[src/rtl/alu_regfile_pipe_if.sv]
// rtl/alu_regfile_pipe_if.sv - instruction/result interface for alu_regfile_pipe
// Purpose: groups the instruction handshake and the result pulse of the core.
// Signals:
//   in_valid/in_ready       instruction handshake (master -> core)
//   in_op, in_rs1, in_rs2   ALU function and source registers
//   in_rd, in_we            destination register and write enable
//   res_valid               one-cycle result pulse (core -> master)
//   res_data/zero/carry     result value and flags
// Modports: master (instruction source / result sink), slave (the core).
interface alu_regfile_pipe_if #(
  parameter int DATA_W = 8,
  parameter int NREGS  = 8
);
  localparam int RA_W = $clog2(NREGS);

  logic              in_valid;
  logic              in_ready;
  logic [3:0]        in_op;
  logic [RA_W-1:0]   in_rs1;
  logic [RA_W-1:0]   in_rs2;
  logic [RA_W-1:0]   in_rd;
  logic              in_we;
  logic              res_valid;
  logic [DATA_W-1:0] res_data;
  logic              res_zero;
  logic              res_carry;

  modport master (
    output in_valid, in_op, in_rs1, in_rs2, in_rd, in_we,
    input  in_ready, res_valid, res_data, res_zero, res_carry
  );

  modport slave (
    input  in_valid, in_op, in_rs1, in_rs2, in_rd, in_we,
    output in_ready, res_valid, res_data, res_zero, res_carry
  );
endinterface

[src/rtl/alu_regfile_pipe.sv]
// rtl/alu_regfile_pipe.sv - two-stage ALU/register-file core with forwarding and optional divider
// Purpose: READ stage latches register operands (with forwarding from EX) on
//   instruction accept; EXECUTE/WRITEBACK computes the result, writes reg[rd]
//   and registers a one-cycle res_valid pulse.
// Ports:
//   clk    rising-edge clock
//   rst_n  asynchronous active-low reset
//   bus    alu_regfile_pipe_if.slave: in_valid/in_ready/in_op/in_rs1/in_rs2/
//          in_rd/in_we in, res_valid/res_data/res_zero/res_carry out
// Configuration macro: ALU_DIV_EN
//   defined   -> DIV/MOD run on a restoring divider (1 bit/cycle), in_ready
//                drops while it runs
//   undefined -> no divider; DIV/MOD return all ones in one cycle, in_ready = 1
module alu_regfile_pipe #(
  parameter int DATA_W = 8,
  parameter int NREGS  = 8,
  parameter int RA_W   = $clog2(NREGS)
) (
  input  logic             clk,
  input  logic             rst_n,
  alu_regfile_pipe_if.slave bus
);

  localparam logic [3:0] OP_AND  = 4'd0;
  localparam logic [3:0] OP_OR   = 4'd1;
  localparam logic [3:0] OP_XOR  = 4'd2;
  localparam logic [3:0] OP_NAND = 4'd3;
  localparam logic [3:0] OP_NOR  = 4'd4;
  localparam logic [3:0] OP_XNOR = 4'd5;
  localparam logic [3:0] OP_ADD  = 4'd6;
  localparam logic [3:0] OP_SUB  = 4'd7;
  localparam logic [3:0] OP_MUL  = 4'd8;
  localparam logic [3:0] OP_DIV  = 4'd9;
  localparam logic [3:0] OP_MOD  = 4'd10;
  localparam logic [3:0] OP_LT   = 4'd11;
  localparam logic [3:0] OP_GT   = 4'd12;
  localparam logic [3:0] OP_EQ   = 4'd13;
  localparam logic [3:0] OP_SHL  = 4'd14;

  localparam logic [DATA_W-1:0] SH_LIMIT = DATA_W'(DATA_W);

  logic [DATA_W-1:0] rf_q [NREGS];

  logic              ex_valid_q;
  logic [3:0]        ex_op_q;
  logic [DATA_W-1:0] ex_a_q;
  logic [DATA_W-1:0] ex_b_q;
  logic [RA_W-1:0]   ex_rd_q;
  logic              ex_we_q;

  logic              res_valid_q;
  logic [DATA_W-1:0] res_data_q;
  logic              res_zero_q;
  logic              res_carry_q;

  logic              in_ready_w;
  logic              accept;
  logic              div_start;
  logic              wb_valid;
  logic [DATA_W-1:0] wb_data;
  logic              wb_carry;
  logic              fwd_en;
  logic [DATA_W-1:0] op_a_d;
  logic [DATA_W-1:0] op_b_d;

  // ---------------- execute: single-cycle ALU ----------------
  logic [DATA_W:0]     add_full;
  logic [DATA_W:0]     sub_full;
  logic [2*DATA_W-1:0] mul_full;
  logic                sh_ok;
  logic [DATA_W-1:0]   alu_res;
  logic                alu_carry;

  assign add_full = {1'b0, ex_a_q} + {1'b0, ex_b_q};
  // MSB of the widened difference is the borrow.
  assign sub_full = {1'b0, ex_a_q} - {1'b0, ex_b_q};
  assign mul_full = {{DATA_W{1'b0}}, ex_a_q} * {{DATA_W{1'b0}}, ex_b_q};
  assign sh_ok    = ex_b_q < SH_LIMIT;

  always_comb begin
    alu_res   = '0;
    alu_carry = 1'b0;
    case (ex_op_q)
      OP_AND:  alu_res = ex_a_q & ex_b_q;
      OP_OR:   alu_res = ex_a_q | ex_b_q;
      OP_XOR:  alu_res = ex_a_q ^ ex_b_q;
      OP_NAND: alu_res = ~(ex_a_q & ex_b_q);
      OP_NOR:  alu_res = ~(ex_a_q | ex_b_q);
      OP_XNOR: alu_res = ~(ex_a_q ^ ex_b_q);
      OP_ADD: begin
        alu_res   = add_full[DATA_W-1:0];
        alu_carry = add_full[DATA_W];
      end
      OP_SUB: begin
        alu_res   = sub_full[DATA_W-1:0];
        alu_carry = sub_full[DATA_W];
      end
      OP_MUL: begin
        alu_res   = mul_full[DATA_W-1:0];
        alu_carry = |mul_full[2*DATA_W-1:DATA_W];
      end
      // With the divider present these only reach EX for a zero divisor.
      OP_DIV:  alu_res = '1;
`ifdef ALU_DIV_EN
      OP_MOD:  alu_res = ex_a_q;
`else
      OP_MOD:  alu_res = '1;
`endif
      OP_LT:   alu_res = DATA_W'(ex_a_q < ex_b_q);
      OP_GT:   alu_res = DATA_W'(ex_a_q > ex_b_q);
      OP_EQ:   alu_res = DATA_W'(ex_a_q == ex_b_q);
      OP_SHL:  alu_res = sh_ok ? (ex_a_q << ex_b_q) : '0;
      default: alu_res = sh_ok ? (ex_a_q >> ex_b_q) : '0;
    endcase
  end

`ifdef ALU_DIV_EN
  // ---------------- iterative restoring divider ----------------
  localparam int CNT_W = (DATA_W > 2) ? $clog2(DATA_W) : 1;

  typedef enum logic [1:0] {S_IDLE, S_DIV_RUN, S_DONE} div_state_e;

  div_state_e        state_q;
  logic              ready_q;
  logic [DATA_W-1:0] quo_q;
  logic [DATA_W-1:0] rem_q;
  logic [DATA_W-1:0] dvs_q;
  logic [CNT_W-1:0]  cnt_q;
  logic [DATA_W:0]   rem_shift;
  logic              rem_ge;
  logic [DATA_W-1:0] rem_sub;

  // quo_q starts as the dividend and is shifted out MSB-first while quotient
  // bits are shifted in at the bottom.
  assign rem_shift = {rem_q, quo_q[DATA_W-1]};
  assign rem_ge    = rem_shift >= {1'b0, dvs_q};
  // True difference is below dvs_q, so the low bits are exact.
  assign rem_sub   = rem_shift[DATA_W-1:0] - dvs_q;

  assign div_start  = accept && (bus.in_op == OP_DIV || bus.in_op == OP_MOD) && (op_b_d != '0);
  assign in_ready_w = ready_q;
  assign wb_valid   = ex_valid_q || (state_q == S_DONE);
  assign wb_data    = ex_valid_q ? alu_res : ((ex_op_q == OP_MOD) ? rem_q : quo_q);

  always_ff @(posedge clk or negedge rst_n) begin
    if (!rst_n) begin
      state_q <= S_IDLE;
      ready_q <= 1'b1;
      quo_q   <= '0;
      rem_q   <= '0;
      dvs_q   <= '0;
      cnt_q   <= '0;
    end else begin
      case (state_q)
        S_IDLE: begin
          if (div_start) begin
            state_q <= S_DIV_RUN;
            ready_q <= 1'b0;
            quo_q   <= op_a_d;
            rem_q   <= '0;
            dvs_q   <= op_b_d;
            cnt_q   <= CNT_W'(DATA_W - 1);
          end
        end
        S_DIV_RUN: begin
          if (rem_ge) begin
            rem_q <= rem_sub;
            quo_q <= {quo_q[DATA_W-2:0], 1'b1};
          end else begin
            rem_q <= rem_shift[DATA_W-1:0];
            quo_q <= {quo_q[DATA_W-2:0], 1'b0};
          end
          if (cnt_q == '0) begin
            state_q <= S_DONE;
          end else begin
            cnt_q <= cnt_q - 1'b1;
          end
        end
        S_DONE: begin
          state_q <= S_IDLE;
          ready_q <= 1'b1;
        end
        default: state_q <= S_IDLE;
      endcase
    end
  end
`else
  assign div_start  = 1'b0;
  assign in_ready_w = 1'b1;
  assign wb_valid   = ex_valid_q;
  assign wb_data    = alu_res;
`endif

  assign wb_carry = ex_valid_q && alu_carry;

  // ---------------- read stage with forwarding ----------------
  assign accept = bus.in_valid && in_ready_w;
  assign fwd_en = wb_valid && ex_we_q;
  assign op_a_d = (fwd_en && (ex_rd_q == bus.in_rs1)) ? wb_data : rf_q[bus.in_rs1];
  assign op_b_d = (fwd_en && (ex_rd_q == bus.in_rs2)) ? wb_data : rf_q[bus.in_rs2];

  always_ff @(posedge clk or negedge rst_n) begin
    if (!rst_n) begin
      for (int i = 0; i < NREGS; i++) begin
        rf_q[i] <= DATA_W'(i);
      end
      ex_valid_q  <= 1'b0;
      ex_op_q     <= '0;
      ex_a_q      <= '0;
      ex_b_q      <= '0;
      ex_rd_q     <= '0;
      ex_we_q     <= 1'b0;
      res_valid_q <= 1'b0;
      res_data_q  <= '0;
      res_zero_q  <= 1'b0;
      res_carry_q <= 1'b0;
    end else begin
      if (wb_valid && ex_we_q) begin
        rf_q[ex_rd_q] <= wb_data;
      end
      res_valid_q <= wb_valid;
      if (wb_valid) begin
        res_data_q  <= wb_data;
        res_zero_q  <= (wb_data == '0);
        res_carry_q <= wb_carry;
      end
      // A started divide keeps the EX slot but completes through the FSM.
      ex_valid_q <= accept && !div_start;
      if (accept) begin
        ex_op_q <= bus.in_op;
        ex_a_q  <= op_a_d;
        ex_b_q  <= op_b_d;
        ex_rd_q <= bus.in_rd;
        ex_we_q <= bus.in_we;
      end
    end
  end

  assign bus.in_ready  = in_ready_w;
  assign bus.res_valid = res_valid_q;
  assign bus.res_data  = res_data_q;
  assign bus.res_zero  = res_zero_q;
  assign bus.res_carry = res_carry_q;

endmodule

[src/flat_wrapper.sv]
// flat-port wrapper written by rule: the top's interface ports become plain ports
module alu_regfile_pipe_flat 
#(
  parameter int DATA_W = 8,
  parameter int NREGS  = 8,
  parameter int RA_W   = $clog2(NREGS)
)
  (clk, rst_n, bus_in_valid, bus_in_op, bus_in_rs1, bus_in_rs2, bus_in_rd, bus_in_we, bus_in_ready, bus_res_valid, bus_res_data, bus_res_zero, bus_res_carry);
  alu_regfile_pipe_if #(.DATA_W(DATA_W), .NREGS(NREGS)) bus_i ();
  input  logic clk;
  input  logic rst_n;
  input wire logic [$bits(bus_i.in_valid)-1:0] bus_in_valid;
  input wire logic [$bits(bus_i.in_op)-1:0] bus_in_op;
  input wire logic [$bits(bus_i.in_rs1)-1:0] bus_in_rs1;
  input wire logic [$bits(bus_i.in_rs2)-1:0] bus_in_rs2;
  input wire logic [$bits(bus_i.in_rd)-1:0] bus_in_rd;
  input wire logic [$bits(bus_i.in_we)-1:0] bus_in_we;
  output wire logic [$bits(bus_i.in_ready)-1:0] bus_in_ready;
  output wire logic [$bits(bus_i.res_valid)-1:0] bus_res_valid;
  output wire logic [$bits(bus_i.res_data)-1:0] bus_res_data;
  output wire logic [$bits(bus_i.res_zero)-1:0] bus_res_zero;
  output wire logic [$bits(bus_i.res_carry)-1:0] bus_res_carry;
  assign bus_i.in_valid = bus_in_valid;
  assign bus_i.in_op = bus_in_op;
  assign bus_i.in_rs1 = bus_in_rs1;
  assign bus_i.in_rs2 = bus_in_rs2;
  assign bus_i.in_rd = bus_in_rd;
  assign bus_i.in_we = bus_in_we;
  assign bus_in_ready = bus_i.in_ready;
  assign bus_res_valid = bus_i.res_valid;
  assign bus_res_data = bus_i.res_data;
  assign bus_res_zero = bus_i.res_zero;
  assign bus_res_carry = bus_i.res_carry;
  alu_regfile_pipe #(.DATA_W(DATA_W), .NREGS(NREGS), .RA_W(RA_W)) u_core (.clk(clk), .rst_n(rst_n), .bus(bus_i));
endmodule
[config.mk]
export PLATFORM = sky130hd
export DESIGN_NAME = alu_regfile_pipe_flat
export DESIGN_NICKNAME = d
export VERILOG_FILES = /design/src/rtl/alu_regfile_pipe_if.sv /design/src/rtl/alu_regfile_pipe.sv /design/src/flat_wrapper.sv
export SDC_FILE = /design/constraint.sdc
export NUM_CORES = 1
export LEC_CHECK = 0
export BUFFER_PORTS_ARGS = -buffer_cell sky130_fd_sc_hd__buf_2
export CORE_ASPECT_RATIO = 1.4
export CORE_MARGIN = 2
export CORE_UTILIZATION = 64
export CTS_CLUSTER_SIZE = 28
export DETAILED_ROUTE_END_ITERATION = 8
export PLACE_DENSITY_LB_ADDON = 0.05
export SLEW_MARGIN = 20
export SYNTH_ARGS = -nofsm -noshare
export SYNTH_HDL_FRONTEND = slang
export SYNTH_SLANG_ARGS = --single-unit
[constraint.sdc]
create_clock -name clk -period 5.3 [get_ports clk]
set_input_delay 1.06 -clock clk [delete_from_list [all_inputs] [get_ports clk]]
set_output_delay 1.06 -clock clk [all_outputs]
set_load 0.01 [all_outputs]
==> impl_metrics.ini, run 1 <==
[routing]
dr.first_iter.drc_count = 647
wire_per_inst_um = 24.3
vias = 7916
drt-vias-per-instance = 6.85
antenna_left = 0
finalWirelength_mm = 28.1
dr.pass1.iters = 6
route.detailed.drc = 0

[floorplan]
ios = 29
die_h_um = 145
core_area_um2 = 13800
dieArea_um2 = 15100
placementRows = 51
initial_utilization_pct = 65.2
die_w_um = 104

[yosys]
synth_area_per_cell_um2 = 9.23
synth.cell_area_um2 = 9030
seq_area_frac_synth_pct = 27.9
ys_ff_latch = 100
synth.distinct_cells = 76
yosys_warnings = 0
synth_top_cell_area_share_pct = 24.4
yosysTopAreaCell = dfrtp_1
synth.net_count = 1093
async_reset_ff_share_pct = 100
ys.flop_type = dfrtp_1
synth_edf_count = 0
ys_top_cells_by_area = dfrtp_1, mux4_2, fa_1
syn-instance-count = 978

[placement]
dpl-instance-area_um2 = 9260
dp_slack_ps = 464
place.gp.congestion = 1.09
hpwl_mm = 21.2
io_buffers = 27

[critical_path]
worstPathCellList = ha_1, inv_1, fa_1, inv_1, ha_1, inv_1, fa_1, fa_1, inv_1, ha_1, xnor2_1, a22oi_1, nand4_1, nor2_1, a21oi_1
crit_path_end_kind = flop
timing.rr.start = u_core.ex_a_q[3]$_DFFE_PN0P_
crit_top_cell = inv_1
slowest_delay_ps = 680
startpoint_type = flop
slowest_stage = dfrtp_1
crit_path_start = u_core.ex_a_q[3]$_DFFE_PN0P_
worst-setup-path-type = reg2reg
critPathRequiredTime_ps = 5470
crit_arrival_ps = 5180
path_max_fanout = 15

[clock_network]
clockBufferDepth = 2
postCtsSetupBuffers = 0
cts_tree = built
hold_buffers = 0
path_clk_slew_ps = 70
cts.sinks = 100
ctsRootBufferMaster = clkbuf_16
cts_buffers = 9
worstSkewPairLatency_ps = 350
cts_resized = 0
cts_max_level = 3

[sta]
hold_viol = 0
worstMarginPinSlew_ps = 1030
post-route-period-util_pct = 94.6
achievable-frequency_mhz = 200
post-route-min-period_ps = 5010
fin_skew_ps = 13.3
slew_violations = 0
setup-tns-final_ps = 0
finalSetupViolations = 0
grt_setup_unrepaired = no
slew_headroom_pct = 30.8
setup_slack_ps = 288

[global_route]
grt_pass1_vias = 8133
grt_max_degree = 62
grt-ovfl-total = 0
grt_pass1_wl_mm = 44.7
grt_usage_pct = 38.9
grt_antenna_before_repair = 0

[final_layout]
final_cell_mix = nor2_1, dfrtp_1, inv_1
drive_above_1_share_pct = 15.3
nets = 1080
fin_util_pct = 69.2
diodes = 0
syn_to_final_growth_pct = 6.08
final_common_cell = nor2_1
design_area_um2 = 9580

[hold_path]
holdCritStartpoint = u_core.rf_q[41]$_DFFE_PN1P_
hp-class = reg2reg

[flow_run]
drv_cap = 0

[outcome]
status = completed
==> synthesized netlist by cell type, types with 5 or more instances <==
cell and instances:
o32ai_1 5, nor4_1 10, dfrtp_1 88, fa_1 38, xor2_1 7, xnor2_1 8, nand3b_1 6, buf_2 15
inv_1 81, nand2b_1 11, clkbuf_1 50, ha_1 60, nand2_1 78, a21o_1 6, or2_2 5, o31ai_1 6
mux2_1 5, dfstp_2 12, o21ai_0 38, o21ai_1 19, mux2_2 18, nor2b_1 12, nand3_1 13, mux2i_1 33
mux4_2 40, a21oi_1 73, a211oi_1 6, nor2_1 109, nor3_1 21, o211ai_1 12, a31oi_1 6
==> flip-flops by register name, indices dropped and copies added (netlist names), 3 cells and up <==
signal / count
u_core.ex_b_q: 8
u_core.ex_op_q: 4
u_core.bus.res_data: 8
u_core.ex_a_q: 8
u_core.rf_q: 64
u_core.ex_rd_q: 3
==> path summary, 6_finish.rpt <==
path	cells after the start	endpoint	slack [ps]
min in group asynchronous	1	u_core.ex_b_q[2]$_DFFE_PN0P_	690
max in group asynchronous	2	u_core.rf_q[43]$_DFFE_PN0P_	3460
worst min register to register	2	u_core.rf_q[41]$_DFFE_PN1P_	520
worst max-delay path	15	u_core.rf_q[6]$_DFFE_PN0P_	290
worst min-delay path	2	u_core.rf_q[41]$_DFFE_PN1P_	520
worst max register to register	15	u_core.rf_q[6]$_DFFE_PN0P_	290
==> kinds of logic (layout without fill, tap and decap cells) <==
group / Yosys count / after routing / share of synthesized area, %
fa+ha+maj: 98 / 98 / 16.7
xor+xnor: 15 / 15 / 1.45
buf+inv: 156 / 148 / 6.77
compound gates: 214 / 214 / 14.9
simple gates: 298 / 298 / 15.8
flops: 100 / 100 / 27.9
mux: 96 / 96 / 16.5
other cells: 1 / 1 / 0.0415
==> worst max-delay path, delay by kind of cell (launching register included) <==
| family | cells | cell delay, ps |
|---|---|---|
| fa+ha+maj | 6 | 2400 |
| flops | 1 | 680 |
| buf+inv | 4 | 290 |
| xor+xnor | 1 | 180 |
| simple gates | 2 | 890 |
| compound gates | 2 | 390 |
==> final cells by class <==
| class | count | area, um2 |
|---|---|---|
| Multi-Input combinational cell | 722 | 5910 |
| Timing Repair Buffer | 45 | 273 |
| Fill cell | 1043 | 4270 |
| Tap cell | 185 | 231 |
| Sequential cell | 100 | 2520 |
| Clock inverter | 6 | 95.1 |
| Clock buffer | 10 | 229 |
| Inverter | 87 | 327 |
==> through the flow <==
step,hold slack (ps),cells
3_5_place_dp,497,1139
2_1_floorplan,425,978
3_3_place_gp,458,1139
4_1_cts,509,1155
6_report,516,1155
5_1_grt,538,1155
==> metal layers <==
layer	share of wire [%]	vias to the layer above	global-route usage, %
met3	7.1	129	4.73
met1	35	3897	45.6
met5	0	-	0
li1	-	3438	-
met2	51	452	68.5
met4	6.5	0	23.7
Power of run 1 is left out: the tool's default activity adds up to more than one toggle a clock period on the data nets, which glitch-free logic cannot reach.
==> inputs of run 2 (changes only) <==
ABC_AREA = 1   (was not set)
==> run 2 against run 1 <==
  * Worst hold slack got worse by 32 ps
  * Critical path depth increased by 7
  * Synthesized cell count is 46% higher
  * Sequential cell count unchanged
  * Setup slack gained 290 ps
  * Core utilization fell by 0.62 points
  * Cell area up 3.4%
  * Largest cell class unchanged
  * Clock-buffer cell count is 1 lower
  * Register-to-register slack improved by 290 ps
==> impl_metrics.ini, run 2 <==
[critical_path]
crit_top_cell = inv_1
worst-setup-path-type = reg2reg
crit_arrival_ps = 4940
path_max_fanout = 13
critPathRequiredTime_ps = 5520
slowest_stage = dfrtp_1
worstPathCellList = ha_1, inv_1, fa_1, inv_1, fa_1, ha_1, inv_1, fa_1, inv_1, ha_1, nand2_1, inv_1, nand2_1, nand3_1, o21ai_0, a21oi_1, nor2_1, nand2_1, nor2_1, nand3_2, inv_2, o21ai_0
r2r_slack_ps = 570
slowest_delay_ps = 620
reg2reg_depth = 22
crit_path_end_kind = flop
startpoint_type = flop

[sta]
whs_ps = 484
finalSetupViolations = 0
grt_setup_unrepaired = no
worstMarginPinSlew_ps = 1300
fin_skew_ps = 6.92
hold_viol = 0
setup-tns-final_ps = 0
post-route-min-period_ps = 4730
slew_violations = 0
slew_headroom_pct = 12.5
achievable-frequency_mhz = 212
post-route-period-util_pct = 89.2

[yosys]
async_reset_ff_share_pct = 100
synthMostInstantiatedCell = nand2_1
yosysTopAreaCell = dfrtp_1
synth.cell_area_um2 = 9460
seq_area_frac_synth_pct = 26.6
synth_area_per_cell_um2 = 6.62
ys.flop_type = dfrtp_1
synth_edf_count = 0
ys_ff_latch = 100
ys_top_cells_by_count = nand2_1, inv_1, o21ai_0
synth_top_cell_area_share_pct = 23.3
syn-instance-count = 1429
synth.distinct_cells = 40
yosys_warnings = 0
synth.net_count = 1544
ys_top_cells_by_area = dfrtp_1, nand2_1, inv_1

[final_layout]
n_fill_cell = 1327
seq_area_um2 = 2520
syn_to_final_growth_pct = 4.74
top_register = u_core.rf_q
design_area_um2 = 9900
diodes = 0
nets = 1526
stdcell_count = 1605
final_common_cell = nand2_1
multi_input_area_um2 = 5770
fin_util_pct = 68.6
final_cell_mix = nand2_1, inv_1, o21ai_0
largest_register_ffs = 64
drive_above_1_share_pct = 5.51

[floorplan]
placementRows = 52
initial_utilization_pct = 65.5
die_h_um = 148
die_w_um = 107
dieArea_um2 = 15800
ios = 29
core_area_um2 = 14400

[routing]
wire_per_inst_um = 18.9
dr.first_iter.drc_count = 1133
vias = 9716
drt-vias-per-instance = 6.05
finalWirelength_mm = 30.3
antenna_left = 0
dr.pass1.iters = 6
route.detailed.drc = 0

[clock_network]
path_clk_slew_ps = 70
cts.sinks = 100
hold_buffers = 0
cts_resized = 0
postCtsSetupBuffers = 0
ctsRootBufferMaster = clkbuf_16
worstSkewPairLatency_ps = 350
cts_max_level = 3
clockBufferDepth = 2
cts_buffers = 9
cts_tree = built

[global_route]
grt_max_degree = 72
use_met3_pct = 5.20
grt_usage_pct = 39.5
grt_pass1_vias = 9034
met1_usage_pct = 46.8
grt_antenna_before_repair = 0
use_met2_pct = 67.1
grt-ovfl-total = 0
top_usage_layer = met2
grt_pass1_wl_mm = 48.1

[flow_run]
drv_cap = 0

[placement]
dp.cells = 1589
dpl-instance-area_um2 = 9570
io_buffers = 27
hpwl_mm = 22.7
place.gp.congestion = 1.09

[hold_path]
min_path_cells = 2
hp-class = reg2reg

[power_and_ir_drop]
p_leak_nw = 5.24
ir_worst_vdd_uv = 382
power_density_nw_per_um2 = 408

[outcome]
status = completed
## run 2: cell types whose count changed after synthesis, moves of 17 or more
cell	previous run	this run
inv_1	81	216
mux2_2	18	0
mux2i_1	33	0
mux4_2	40	0
nand2_1	78	400
nand3_1	13	98
nand4_1	4	21
nor2_1	109	126
nor3_1	21	4
o21ai_0	38	151
o21ai_1	19	2
## run 2: path summary, 6_finish.rpt
check                                                   start                            endpoint
min reg2reg                u_core.bus.res_data[5]$_DFFE_PN0P_  u_core.bus.res_data[5]$_DFFE_PN0P_
min                        u_core.bus.res_data[5]$_DFFE_PN0P_  u_core.bus.res_data[5]$_DFFE_PN0P_
max                              u_core.ex_a_q[2]$_DFFE_PN0P_         u_core.rf_q[14]$_DFFE_PN0P_
min in group asynchronous                               rst_n       u_core.ex_rd_q[2]$_DFFE_PN0P_
max in group asynchronous                               rst_n          u_core.rf_q[6]$_DFFE_PN0P_
max reg2reg                      u_core.ex_a_q[2]$_DFFE_PN0P_         u_core.rf_q[14]$_DFFE_PN0P_
## run 2: cell families (layout without fill, tap and decap cells)
family / after synthesis / count (layout) / share of synthesized area, %
AOI/OAI and AO/OA: 276 / 276 / 15.8
adders and majority gates: 98 / 98 / 16.0
other: 1 / 1 / 0.0397
xor gates and xnor gates: 6 / 6 / 0.556
buffers and inverters: 288 / 275 / 12.3
and+or+nand+nor: 660 / 660 / 28.6
DFF: 100 / 100 / 26.6
## run 2: final cells by class
type	instances	share of cell area, %
Multi-Input combinational cell	1041	58.3
Sequential cell	100	25.4
Inverter	222	8.41
Tap cell	189	2.39
Clock buffer	9	2.27
Timing Repair Buffer	37	2.15
Clock inverter	7	1.09
## run 2: worst max-delay path: cells and delay by family, from the launching register on
family	cells	cell delay, ps
AOI/OAI and AO/OA	3	350
and+or+nand+nor	7	880
adders and majority gates	6	2260
buffers and inverters	6	490
DFF	1	620
## run 2: power by group
| group | total [mW] | switching [mW] | internal [mW] | leakage, nW |
|---|---|---|---|---|
| Sequential | 1.25 | 0.232 | 1.02 | 1.25 |
| Clock | 0.740 | 0.317 | 0.423 | 0.160 |
| Combinational | 2.05 | 1.36 | 0.693 | 3.83 |
| Total | 4.04 | 1.91 | 2.13 | 5.24 |
## run 2: per-layer routing
| metal | routed length, um | part of all wire, % |
|---|---|---|
| met5 | 0 | 0 |
| met4 | 2360 | 7.8 |
| met3 | 2680 | 8.8 |
| met2 | 14600 | 48 |
| met1 | 10600 | 35 |
## run 2: metrics by stage
step,setup WS [ps],total power [mW]
after floorplan,1010,2.70
after global placement,702,3.20
after detailed placement,635,3.26
after CTS,623,3.99
after global routing,255,4.36
final,574,4.04
No activity file was read; power rests on OpenSTA's default activity.
